`config.mk`:
```
export PLATFORM = sky130hd
export DESIGN_NAME = kbd_port_flat
export DESIGN_NICKNAME = d
export VERILOG_FILES = /design/src/rtl/kbd_pkg.sv /design/src/rtl/kbd_port_if.sv /design/src/rtl/kbd_port_ps2_rx.sv /design/src/rtl/kbd_port.sv /design/src/flat_wrapper.sv
export SDC_FILE = /design/constraint.sdc
export NUM_CORES = 1
export LEC_CHECK = 0
export CELL_PAD_IN_SITES_DETAIL_PLACEMENT = 1
export CELL_PAD_IN_SITES_GLOBAL_PLACEMENT = 2
export CORE_MARGIN = 8
export CORE_UTILIZATION = 48
export DETAILED_ROUTE_END_ITERATION = 10
export GPL_TIMING_DRIVEN = 0
export PLACE_DENSITY = 0.95
export SYNTH_ARGS = -nofsm -noshare
export SYNTH_HDL_FRONTEND = slang
export SYNTH_SLANG_ARGS = --single-unit
```
`constraint.sdc`:
```
create_clock -name clock -period 7.3 [get_ports clock]
set_input_delay 1.46 -clock clock [delete_from_list [all_inputs] [get_ports clock]]
set_output_delay 1.46 -clock clock [all_outputs]
set_load 0.01 [all_outputs]
```
`src/rtl/kbd_pkg.sv`:
```
// Shared constants and types for the PS/2 keyboard port.
// Optional KBD_IRQ_EN adds a registered irq output on kbd_port.
package kbd_pkg;

  localparam logic [15:0] KBD_DATA_PORT = 16'h0060;
  localparam logic [15:0] KBD_STAT_PORT = 16'h0064;

  localparam int ST_OBF  = 0;
  localparam int ST_OVR  = 1;
  localparam int ST_PERR = 2;
  localparam int ST_FERR = 3;

  localparam logic [1:0] RX_IDLE   = 2'd0;
  localparam logic [1:0] RX_DATA   = 2'd1;
  localparam logic [1:0] RX_PARITY = 2'd2;
  localparam logic [1:0] RX_STOP   = 2'd3;

  typedef struct packed {
    logic [3:0] rsvd;
    logic       ferr;
    logic       perr;
    logic       ovr;
    logic       obf;
  } kbd_stat_t;

  function automatic logic odd_ok(
    input logic [7:0] d,
    input logic       p
  );
    return ^{d, p};
  endfunction

endpackage

```
`src/rtl/kbd_port_if.sv`:
```
// CPU port-I/O bus seen by the keyboard port.
// The CPU drives the master side; kbd_port is the slave.
interface kbd_port_if;
  logic [15:0] address;
  logic [7:0]  out;
  logic        pr;
  logic        pw;
  logic [7:0]  port_in;
  logic        hit;

  modport master (
    output address, out, pr, pw,
    input  port_in, hit
  );

  modport slave (
    input  address, out, pr, pw,
    output port_in, hit
  );
endinterface

```
`src/rtl/kbd_port_ps2_rx.sv`:
```
// PS/2 receiver: synchroniser, clock glitch filter, frame FSM, timeout.
// Emits one-cycle valid/perr/ferr pulses; rx_byte holds the last frame.
module ps2_rx
  import kbd_pkg::*;
#(
  parameter int FILTER  = 8,
  parameter int TIMEOUT = 50000
) (
  input  logic       clock,
  input  logic       reset_n,
  input  logic       ps2_clk,
  input  logic       ps2_dat,
  output logic       valid,
  output logic [7:0] rx_byte,
  output logic       perr,
  output logic       ferr
);

  localparam int FW = $clog2(FILTER + 1);
  localparam int TW = $clog2(TIMEOUT + 1);
  localparam logic [FW-1:0] FLT_LAST = FW'(FILTER - 1);
  localparam logic [TW-1:0] TO_LAST  = TW'(TIMEOUT - 1);

  logic [1:0]    clk_s;
  logic [1:0]    dat_s;
  logic          filt;
  logic [FW-1:0] flt_cnt;
  logic          fall;

  logic [1:0]    state;
  logic [2:0]    bit_cnt;
  logic [7:0]    shreg;
  logic          par;
  logic [TW-1:0] idle_cnt;
  logic          dat;

  assign dat     = dat_s[1];
  assign rx_byte = shreg;

  always_ff @(posedge clock or negedge reset_n) begin
    if (!reset_n) begin
      clk_s <= 2'b11;
      dat_s <= 2'b11;
    end else begin
      clk_s <= {clk_s[0], ps2_clk};
      dat_s <= {dat_s[0], ps2_dat};
    end
  end

  // Level flips only after FILTER consecutive disagreeing samples.
  always_ff @(posedge clock or negedge reset_n) begin
    if (!reset_n) begin
      filt    <= 1'b1;
      flt_cnt <= '0;
      fall    <= 1'b0;
    end else begin
      fall <= 1'b0;
      if (clk_s[1] == filt) begin
        flt_cnt <= '0;
      end else if (flt_cnt == FLT_LAST) begin
        filt    <= clk_s[1];
        flt_cnt <= '0;
        fall    <= filt;
      end else begin
        flt_cnt <= flt_cnt + 1'b1;
      end
    end
  end

  always_ff @(posedge clock or negedge reset_n) begin
    if (!reset_n) begin
      state    <= RX_IDLE;
      bit_cnt  <= '0;
      shreg    <= '0;
      par      <= 1'b0;
      idle_cnt <= '0;
      valid    <= 1'b0;
      perr     <= 1'b0;
      ferr     <= 1'b0;
    end else begin
      valid <= 1'b0;
      perr  <= 1'b0;
      ferr  <= 1'b0;
      if (state == RX_IDLE || fall)
        idle_cnt <= '0;
      else
        idle_cnt <= idle_cnt + 1'b1;

      if (state != RX_IDLE && !fall && idle_cnt == TO_LAST) begin
        state <= RX_IDLE;
        ferr  <= 1'b1;
      end else if (fall) begin
        unique case (state)
          RX_IDLE: begin
            if (!dat) begin
              state   <= RX_DATA;
              bit_cnt <= '0;
            end
          end
          RX_DATA: begin
            shreg   <= {dat, shreg[7:1]};
            bit_cnt <= bit_cnt + 1'b1;
            if (bit_cnt == 3'd7)
              state <= RX_PARITY;
          end
          RX_PARITY: begin
            par   <= dat;
            state <= RX_STOP;
          end
          RX_STOP: begin
            state <= RX_IDLE;
            valid <= dat & odd_ok(shreg, par);
            perr  <= ~odd_ok(shreg, par);
            ferr  <= ~dat;
          end
          default: state <= RX_IDLE;
        endcase
      end
    end
  end

endmodule

```
`src/rtl/kbd_port.sv`:
```
// PS/2 keyboard controller: receive FIFO, status flags, CPU port decode.
// Define KBD_IRQ_EN to add the registered irq output.
module kbd_port
  import kbd_pkg::*;
#(
  parameter int          DEPTH     = 16,
  parameter logic [15:0] DATA_PORT = KBD_DATA_PORT,
  parameter logic [15:0] STAT_PORT = KBD_STAT_PORT,
  parameter int          FILTER    = 8,
  parameter int          TIMEOUT   = 50000
) (
  input  logic       clock,
  input  logic       reset_n,
  kbd_port_if.slave  bus,
  input  logic       ps2_clk,
  input  logic       ps2_dat
`ifdef KBD_IRQ_EN
  ,
  output logic       irq
`endif
);

  localparam int AW = $clog2(DEPTH);
  localparam int PW = AW + 1;

  logic          rx_valid;
  logic [7:0]    rx_byte;
  logic          rx_perr;
  logic          rx_ferr;

  logic [7:0]    mem [DEPTH];
  logic [PW-1:0] wr_ptr;
  logic [PW-1:0] rd_ptr;
  logic [PW-1:0] count;
  logic          empty;
  logic          full;

  logic          pr_q;
  logic          sel_data;
  logic          sel_stat;
  logic          pop;
  logic          push;
  logic          stat_wr;
  logic          ovr;
  logic          perr;
  logic          ferr;
  kbd_stat_t     stat;
  logic          unused_ok;

  ps2_rx #(
    .FILTER  (FILTER),
    .TIMEOUT (TIMEOUT)
  ) u_rx (
    .clock   (clock),
    .reset_n (reset_n),
    .ps2_clk (ps2_clk),
    .ps2_dat (ps2_dat),
    .valid   (rx_valid),
    .rx_byte (rx_byte),
    .perr    (rx_perr),
    .ferr    (rx_ferr)
  );

  assign sel_data = bus.address == DATA_PORT;
  assign sel_stat = bus.address == STAT_PORT;
  assign count    = wr_ptr - rd_ptr;
  assign empty    = wr_ptr == rd_ptr;
  assign full     = count == PW'(DEPTH);

  // A pop in the same cycle frees the slot a full-FIFO push needs.
  assign pop     = bus.pr & ~pr_q & sel_data & ~empty;
  assign push    = rx_valid & (~full | pop);
  assign stat_wr = bus.pw & sel_stat;

  assign unused_ok = ^bus.out;

  always_ff @(posedge clock) begin
    if (push)
      mem[wr_ptr[AW-1:0]] <= rx_byte;
  end

  always_ff @(posedge clock or negedge reset_n) begin
    if (!reset_n) begin
      wr_ptr <= '0;
      rd_ptr <= '0;
      pr_q   <= 1'b0;
    end else begin
      pr_q <= bus.pr;
      if (push)
        wr_ptr <= wr_ptr + 1'b1;
      if (pop)
        rd_ptr <= rd_ptr + 1'b1;
    end
  end

  always_ff @(posedge clock or negedge reset_n) begin
    if (!reset_n) begin
      ovr  <= 1'b0;
      perr <= 1'b0;
      ferr <= 1'b0;
    end else begin
      ovr  <= (rx_valid & full & ~pop) | (ovr & ~stat_wr);
      perr <= rx_perr | (perr & ~stat_wr);
      ferr <= rx_ferr | (ferr & ~stat_wr);
    end
  end

`ifdef KBD_IRQ_EN
  always_ff @(posedge clock or negedge reset_n) begin
    if (!reset_n)
      irq <= 1'b0;
    else
      irq <= ~empty;
  end
`endif

  always_comb begin
    stat      = '0;
    stat.ferr = ferr;
    stat.perr = perr;
    stat.ovr  = ovr;
    stat.obf  = ~empty;
  end

  always_comb begin
    bus.hit     = bus.pr & (sel_data | sel_stat);
    bus.port_in = 8'hFF;
    case (1'b1)
      sel_data: bus.port_in = empty ? 8'h00 : mem[rd_ptr[AW-1:0]];
      sel_stat: bus.port_in = stat;
      default:  bus.port_in = 8'hFF;
    endcase
  end

endmodule

```
`src/flat_wrapper.sv`:
```
// flat-port wrapper written by rule: the top's interface ports become plain ports
module kbd_port_flat import kbd_pkg::*;
#(
  parameter int          DEPTH     = 16,
  parameter logic [15:0] DATA_PORT = KBD_DATA_PORT,
  parameter logic [15:0] STAT_PORT = KBD_STAT_PORT,
  parameter int          FILTER    = 8,
  parameter int          TIMEOUT   = 50000
)
  (clock, reset_n, ps2_clk, ps2_dat, bus_address, bus_out, bus_pr, bus_pw, bus_port_in, bus_hit);
  kbd_port_if bus_i ();
  input  logic clock;
  input  logic reset_n;
  input  logic ps2_clk;
  input  logic ps2_dat;
  input wire logic [$bits(bus_i.address)-1:0] bus_address;
  input wire logic [$bits(bus_i.out)-1:0] bus_out;
  input wire logic [$bits(bus_i.pr)-1:0] bus_pr;
  input wire logic [$bits(bus_i.pw)-1:0] bus_pw;
  output wire logic [$bits(bus_i.port_in)-1:0] bus_port_in;
  output wire logic [$bits(bus_i.hit)-1:0] bus_hit;
  assign bus_i.address = bus_address;
  assign bus_i.out = bus_out;
  assign bus_i.pr = bus_pr;
  assign bus_i.pw = bus_pw;
  assign bus_port_in = bus_i.port_in;
  assign bus_hit = bus_i.hit;
  kbd_port #(.DEPTH(DEPTH), .DATA_PORT(DATA_PORT), .STAT_PORT(STAT_PORT), .FILTER(FILTER), .TIMEOUT(TIMEOUT)) u_core (.clock(clock), .reset_n(reset_n), .bus(bus_i), .ps2_clk(ps2_clk), .ps2_dat(ps2_dat));
endmodule
```
# Word-level counts from Yosys, hierarchy flattened

Memories as Yosys holds them, arrays and structs flattened.
Cells that the tools add are included.

Flip-flop bits (word level): 57
Bits in latches: 0
RAM bits: 128
ROM bits: 0
Input port bits: 30
Output and inout bits: 9
Logic and storage cells: 106
Memories kept: 1

Memories:

| memory     | depth | width | rd ports | clocked after Yosys merged registers in | write ports | RTL line       | RTL |
|---|---|---|---|---|---|---|---|
| u_core.mem | 16    | 8     | 1        | 0                                       | 1           | kbd_port.sv:31 | `logic [7:0] mem [DEPTH];` |

Add/sub/neg operators: 6
$mul: 0
Div/mod/pow operators: 0
$lt $le $gt $ge: 0
Equal/unequal tests: 14
Shift-type cells: 0
Mux-type cells: 26
Bitwise gates (word level): 26
Reduce and logical (&&, ||, !) cells: 14

Operators with widths:

| kind                                                                   | count |
|---|---|
| 16-bit by 7-bit equality test with 1-bit output, second input constant | 2 |
| 8-bit two-way mux                                                      | 3 |
| 16-bit by 1-bit adder with 16-bit output, second input constant        | 1 |
| 16-bit equality test, second input constant                            | 1 |
| 16-bit two-way mux                                                     | 1 |
| 1-bit two-way mux                                                      | 13 |
| 1-bit AND                                                              | 12 |
| 5-bit by 1-bit adder with 5-bit output, second input constant          | 2 |
| 1-bit NOT                                                              | 9 |
| 3-bit AND reduction                                                    | 3 |
| 9-bit XOR reduction                                                    | 1 |
| 2-bit two-way mux                                                      | 4 |
| 4-bit two-way mux                                                      | 2 |
| 2-bit one-hot mux with 4 select lines                                  | 1 |
| 3-bit one-hot mux with 2 select lines                                  | 1 |
| 2-bit nonzero test                                                     | 3 |
| 5-bit equality test                                                    | 1 |
| 5-bit equality test, second input constant                             | 1 |
| 1-bit OR                                                               | 5 |
| 5-bit subtractor                                                       | 1 |
| 4-bit by 1-bit adder with 4-bit output, second input constant          | 1 |
| 2-bit equality test, second input constant                             | 2 |
| 4-bit by 3-bit equality test with 1-bit output, second input constant  | 1 |
| 4-bit AND reduction                                                    | 1 |
| 13 further kinds                                                       | 14 |

# Longest topological paths before layout

Depth after elaboration: 8
Mapped depth: 10
Depth with buffers taken out: 7

# By module

Synthesis repeated with hierarchy kept, for this count alone.

Cell total of the unflattened synthesis: 500
Area total of the unflattened synthesis: 7,861.3 µm²

Modules (own cells, without submodules):

| module   | times used | cells an instance | area each (µm²) | sequential area each (µm²) |
|---|---|---|---|---|
| kbd_port | 1          | 337               | 5,931.9         | 4,194.0 |
| ps2_rx   | 1          | 163               | 1,929.4         | 1,082.3 |

# Least setup slack after synthesis

OpenSTA, ideal clock, no wires.

Path kind: reg-to-output
From: reg u_core.rd_ptr[1]
To: out bus_port_in[6]
Data arrival time: 2,434 ps
Data required time: 5,840 ps
Setup slack: 3,406 ps
Cell stages (with the launch flop): 10
Buffers on the path: 3
Path through: dfrtp_1 clkbuf_1 clkbuf_1 inv_1 ha_1 and4_1 and2_1 or2_2 clkbuf_1 o21ai_0

Longest elaborated chain between the ends: 3
Elaborated cells on any way between the ends: 4
Classes of those cells: eq/ne: 1; mux: 2; memory: 1

RTL lines:

| what                                                          | RTL line           | RTL |
|---|---|---|
| start, declared                                               | kbd_port.sv:33     | `logic [PW-1:0] rd_ptr;` |
| start signal, assigned                                        | kbd_port.sv:92     | `rd_ptr <= rd_ptr + 1'b1;` |
| memory read 16 x 8 bit or 5-bit equality test (tied branches) | --                 |  |
| 8-bit two-way mux *                                           | kbd_port.sv:129    | `sel_data: bus.port_in = empty ? 8'h00 : mem[rd_ptr[AW-1:0]];` |
| 8-bit two-way mux *                                           | kbd_port.sv:128    | `case (1'b1)` |
| end, declared                                                 | flat_wrapper.sv:20 | `output wire logic [$bits(bus_i.port_in)-1:0] bus_port_in;` |

Mark *: on every way between the ends. The rest lies on a longest branch, timed or not.

# Worst setup path after layout

From: reg u_core.rd_ptr[1]
To: out bus_port_in[2]

Same word-level chain as after synthesis.

==> flow_summary.json <==
{
  "grt_max_degree": 38,
  "rrSetupSlack_ns": 3.04,
  "ctsHtreeMaxLevel": 4,
  "path_max_fanout": 10,
  "die_y_um": 145,
  "regToRegStartpoint": "u_core.rd_ptr[1]",
  "grt_remaining_overflow": 0,
  "yosys.area_share.simple_pct": 9.52,
  "num_rows": 47,
  "slew_headroom_pct": 37.0,
  "synthMuxAreaShare_pct": 11.4,
  "whs_ns": 0.358,
  "p_switching_uw": 423,
  "maxSlewViolCount": 0,
  "max_stage_delay_ns": 0.58,
  "n_antenna_cell": 0,
  "crit_arrival_ns": 4.25,
  "final_nets": 603,
  "skew_ns": 0.00984,
  "syn_area_per_cell_um2": 15.7,
  "synthCells": 506,
  "vias_per_cell": 5.73,
  "clk_path_buf_depth": 2,
  "p_int_uw": 1710,
  "netlist_area_um2": 7960,
  "clkTransAtPathRegs_ns": 0.07,
  "cts_resized": 0,
  "min_path_cells": 0,
  "hold_path.class": "register to register",
  "rsz0062_at_grt": "no",
  "routabilityCongestion": 0.805,
  "drtIter0Drc": 260,
  "clkPwrFrac_pct": 44.7,
  "syn2layout_area_growth_pct": 15.2,
  "synth_edf_count": 128,
  "portBuffers": 30,
  "reg2reg_to": "u_core.mem[12][2]",
  "postPlaceCellArea_um2": 8550,
  "wire_per_inst_um": 24.1,
  "synth_xor_xnor_area_share_pct": 3.74,
  "synth_commonest_cells": "edfxtp_1 (128), dfrtp_1 (52), nand2_1 (43)",
  "critPathMostFrequentCell": "clkbuf_1",
  "cp-start-kind": "register",
  "synth_cell_types": 54,
  "powerDensity_nw_per_um2": 233,
  "dpl.hpwl_um": 12400,
  "p_comb_share_pct": 2.1,
  "reg2reg_depth": 10,
  "setup-tns-final_ns": 0,
  "drc_errors": 0,
  "setup_viol": 0,
  "slowest_stage": "clkbuf_1",
  "power_leakage_uw": 0.00338,
  "grt_usage_pct": 19.4,
  "yosys_register_bits": 185,
  "cts_root_buf": "clkbuf_16",
  "min_period_over_period_pct": 78.2,
  "post_cts_buffers": 0,
  "num_vias": 4519,
  "fin_area_um2": 9170,
  "coreArea_um2": 16400,
  "synth-async-reset-ratio_pct": 30.8,
  "holdCritStartpoint": "u_core.u_rx.dat_s[0]",
  "antenna_found_initial": 0,
  "ys_seq_area_share_pct": 66.3,
  "synth.yosys.warnings": 0,
  "report.final.hold_viol_count": 0,
  "grt_pass1_wl_um": 29200,
  "syn_nets": 553,
  "numCtsBuffers": 17,
  "ioPinCount": 39,
  "drive_gt1_share_pct": 12.0,
  "die-area_um2": 21000,
  "min_period_ns": 5.71,
  "synth_top_cell_by_area": "edfxtp_1",
  "fmax_mhz": 175,
  "synth_fa_ha_area_share_pct": 2.67,
  "status": "finished clean",
  "cts_tree": "built",
  "first_global_vias": 5022,
  "synth_top_area_share_pct": 48.3,
  "synth_flop_cell": "edfxtp_1",
  "critPathKind": "register to output port",
  "vdd_drop_max_uv": 183,
  "critPathCaptureType": "output port",
  "worst-path-buf-inv": 5,
  "dr.pass1.iters": 4,
  "synthTopCellsByArea": "edfxtp_1 (48%), dfrtp_1 (16%), mux4_1 (5.9%), mux4_2 (3.1%), ha_1 (2.7%)",
  "cap_violations": 0,
  "p_sw_share_pct": 19.8,
  "cts_sinks": 185,
  "detail-route-antenna-nets": 0,
  "yosysMostFrequentCell": "edfxtp_1",
  "cts_hold_buffers": 0,
  "path_cells": "clkbuf_1 -> clkbuf_1 -> inv_1 -> ha_1 -> and4_1 -> and2_1 -> or2_2 -> clkbuf_1 -> nand2b_1 -> nand3_1 -> clkdlybuf4s50_1",
  "worst_slew_pin_slew_ns": 0.945,
  "cpLargestDelayFamily": "buffers and inverters",
  "p_seq_share_pct": 53.1,
  "synth_compound_area_share_pct": 4.12,
  "critPathRequiredTime_ns": 5.84,
  "wl_um": 19000,
  "hold_end": "u_core.u_rx.dat_s[1]",
  "start_util_pct": 48.5,
  "clk_latency_ns": 0.44,
  "die_w_um": 145,
  "synth_top_family_by_area": "multiplexers"
}
metrics by stage:
stage          total power [uW]  utilization, %  worst slack (ns)  std cells
6_report                   2130            55.9              1.59        789
5_1_grt                    2190            55.9              1.39        789
4_1_cts                    2150            55.9              1.52        789
3_5_place_dp               1200            52.1              2.04        757
3_3_place_gp               1190            52.0              2.13        756
2_1_floorplan              1170               -              3.41        506
flip-flops by register name, summed over array words and instances (netlist names), 2 cells and up:
| signal | flops |
|---|---|
| u_core.u_rx.bit_cnt | 3 |
| u_core.mem | 128 |
| u_core.u_rx.idle_cnt | 16 |
| u_core.u_rx.state | 2 |
| u_core.rd_ptr | 5 |
| u_core.u_rx.clk_s | 2 |
| u_core.u_rx.dat_s | 2 |
| u_core.wr_ptr | 5 |
| u_core.u_rx.rx_byte | 8 |
| u_core.u_rx.flt_cnt | 4 |
kinds of logic (layout without fill, tap and decap cells):
logic type | after synthesis | in the layout
buffers and inverters | 31 | 94
AO/OA/AOI/OAI | 43 | 43
adder cells (fa/ha/maj) | 17 | 17
multiplexers | 47 | 47
flip-flops | 185 | 185
AND/OR/NAND/NOR | 149 | 149
XOR/XNOR | 34 | 34
area by class of cell:
type	instances	area, um2
clock buffer	20	467
timing repair buffer	31	315
tap	220	275
inverter	13	48.8
fill	1538	7240
multi-input combinational	290	2510
buffer	18	134
sequential	185	5280
clock inverter	12	146
power by group through the flow:
stage | Sequential (uW) | Combinational (uW) | Clock, uW
after floorplan | 1150 | 20.2 | 0
after global placement | 1150 | 41.0 | 0
after detailed placement | 1160 | 45.4 | 0
after CTS | 1130 | 45.9 | 972
after global routing | 1130 | 50.7 | 1010
final | 1130 | 45.2 | 955
worst reg2reg max path, stage by stage, from the launching register on:
cell and delay [ns]:
dfrtp_1 0.42, clkbuf_1 0.49, clkbuf_1 0.58, inv_1 0.13, ha_1 0.36, and4_1 0.23, a211oi_1 0.29, nand3_2 0.29
a21oi_2 0.31, buf_2 0.24, and3_1 0.55
placed cells by master, fill, tap and decap left out, types with 5 or more instances in the layout:
cell,netlist,final
edfxtp_1,128,128
dfrtp_1,52,52
nand2_1,43,43
nor2_1,29,29
clkdlybuf4s50_1,0,29
xnor2_1,21,21
mux4_1,18,18
ha_1,17,17
clkbuf_16,0,17
and3_1,15,15
mux2i_1,14,14
nand3_1,14,14
inv_1,13,13
xor2_1,13,13
mux4_2,11,11
clkbuf_1,10,10
and2_1,8,8
nor2b_1,7,7
a221oi_1,7,7
a21oi_1,6,5
a21o_1,5,5
dfstp_2,5,5
how the worst max path moves through the flow:
stage / from / end / slack [ns] / cells past startpoint
after global placement: u_core.rd_ptr[1] / bus_port_in[6] / 2.13 / 10
after CTS: u_core.rd_ptr[1] / bus_port_in[2] / 1.52 / 11
final: u_core.rd_ptr[1] / bus_port_in[2] / 1.59 / 11
after global routing: u_core.rd_ptr[1] / bus_port_in[2] / 1.39 / 11
after floorplan: u_core.rd_ptr[1] / bus_port_in[6] / 3.41 / 9
after detailed placement: u_core.rd_ptr[1] / bus_port_in[6] / 2.04 / 10
metal layers:
metal	track usage, %	wire length, um	vias up
li1	-	-	2023
met1	21.0	7230	2360
met2	35.7	10500	112
met3	4.43	935	24
met4	8.27	334	0
met5	0	0	-
Power figures use the tool's default switching activity.
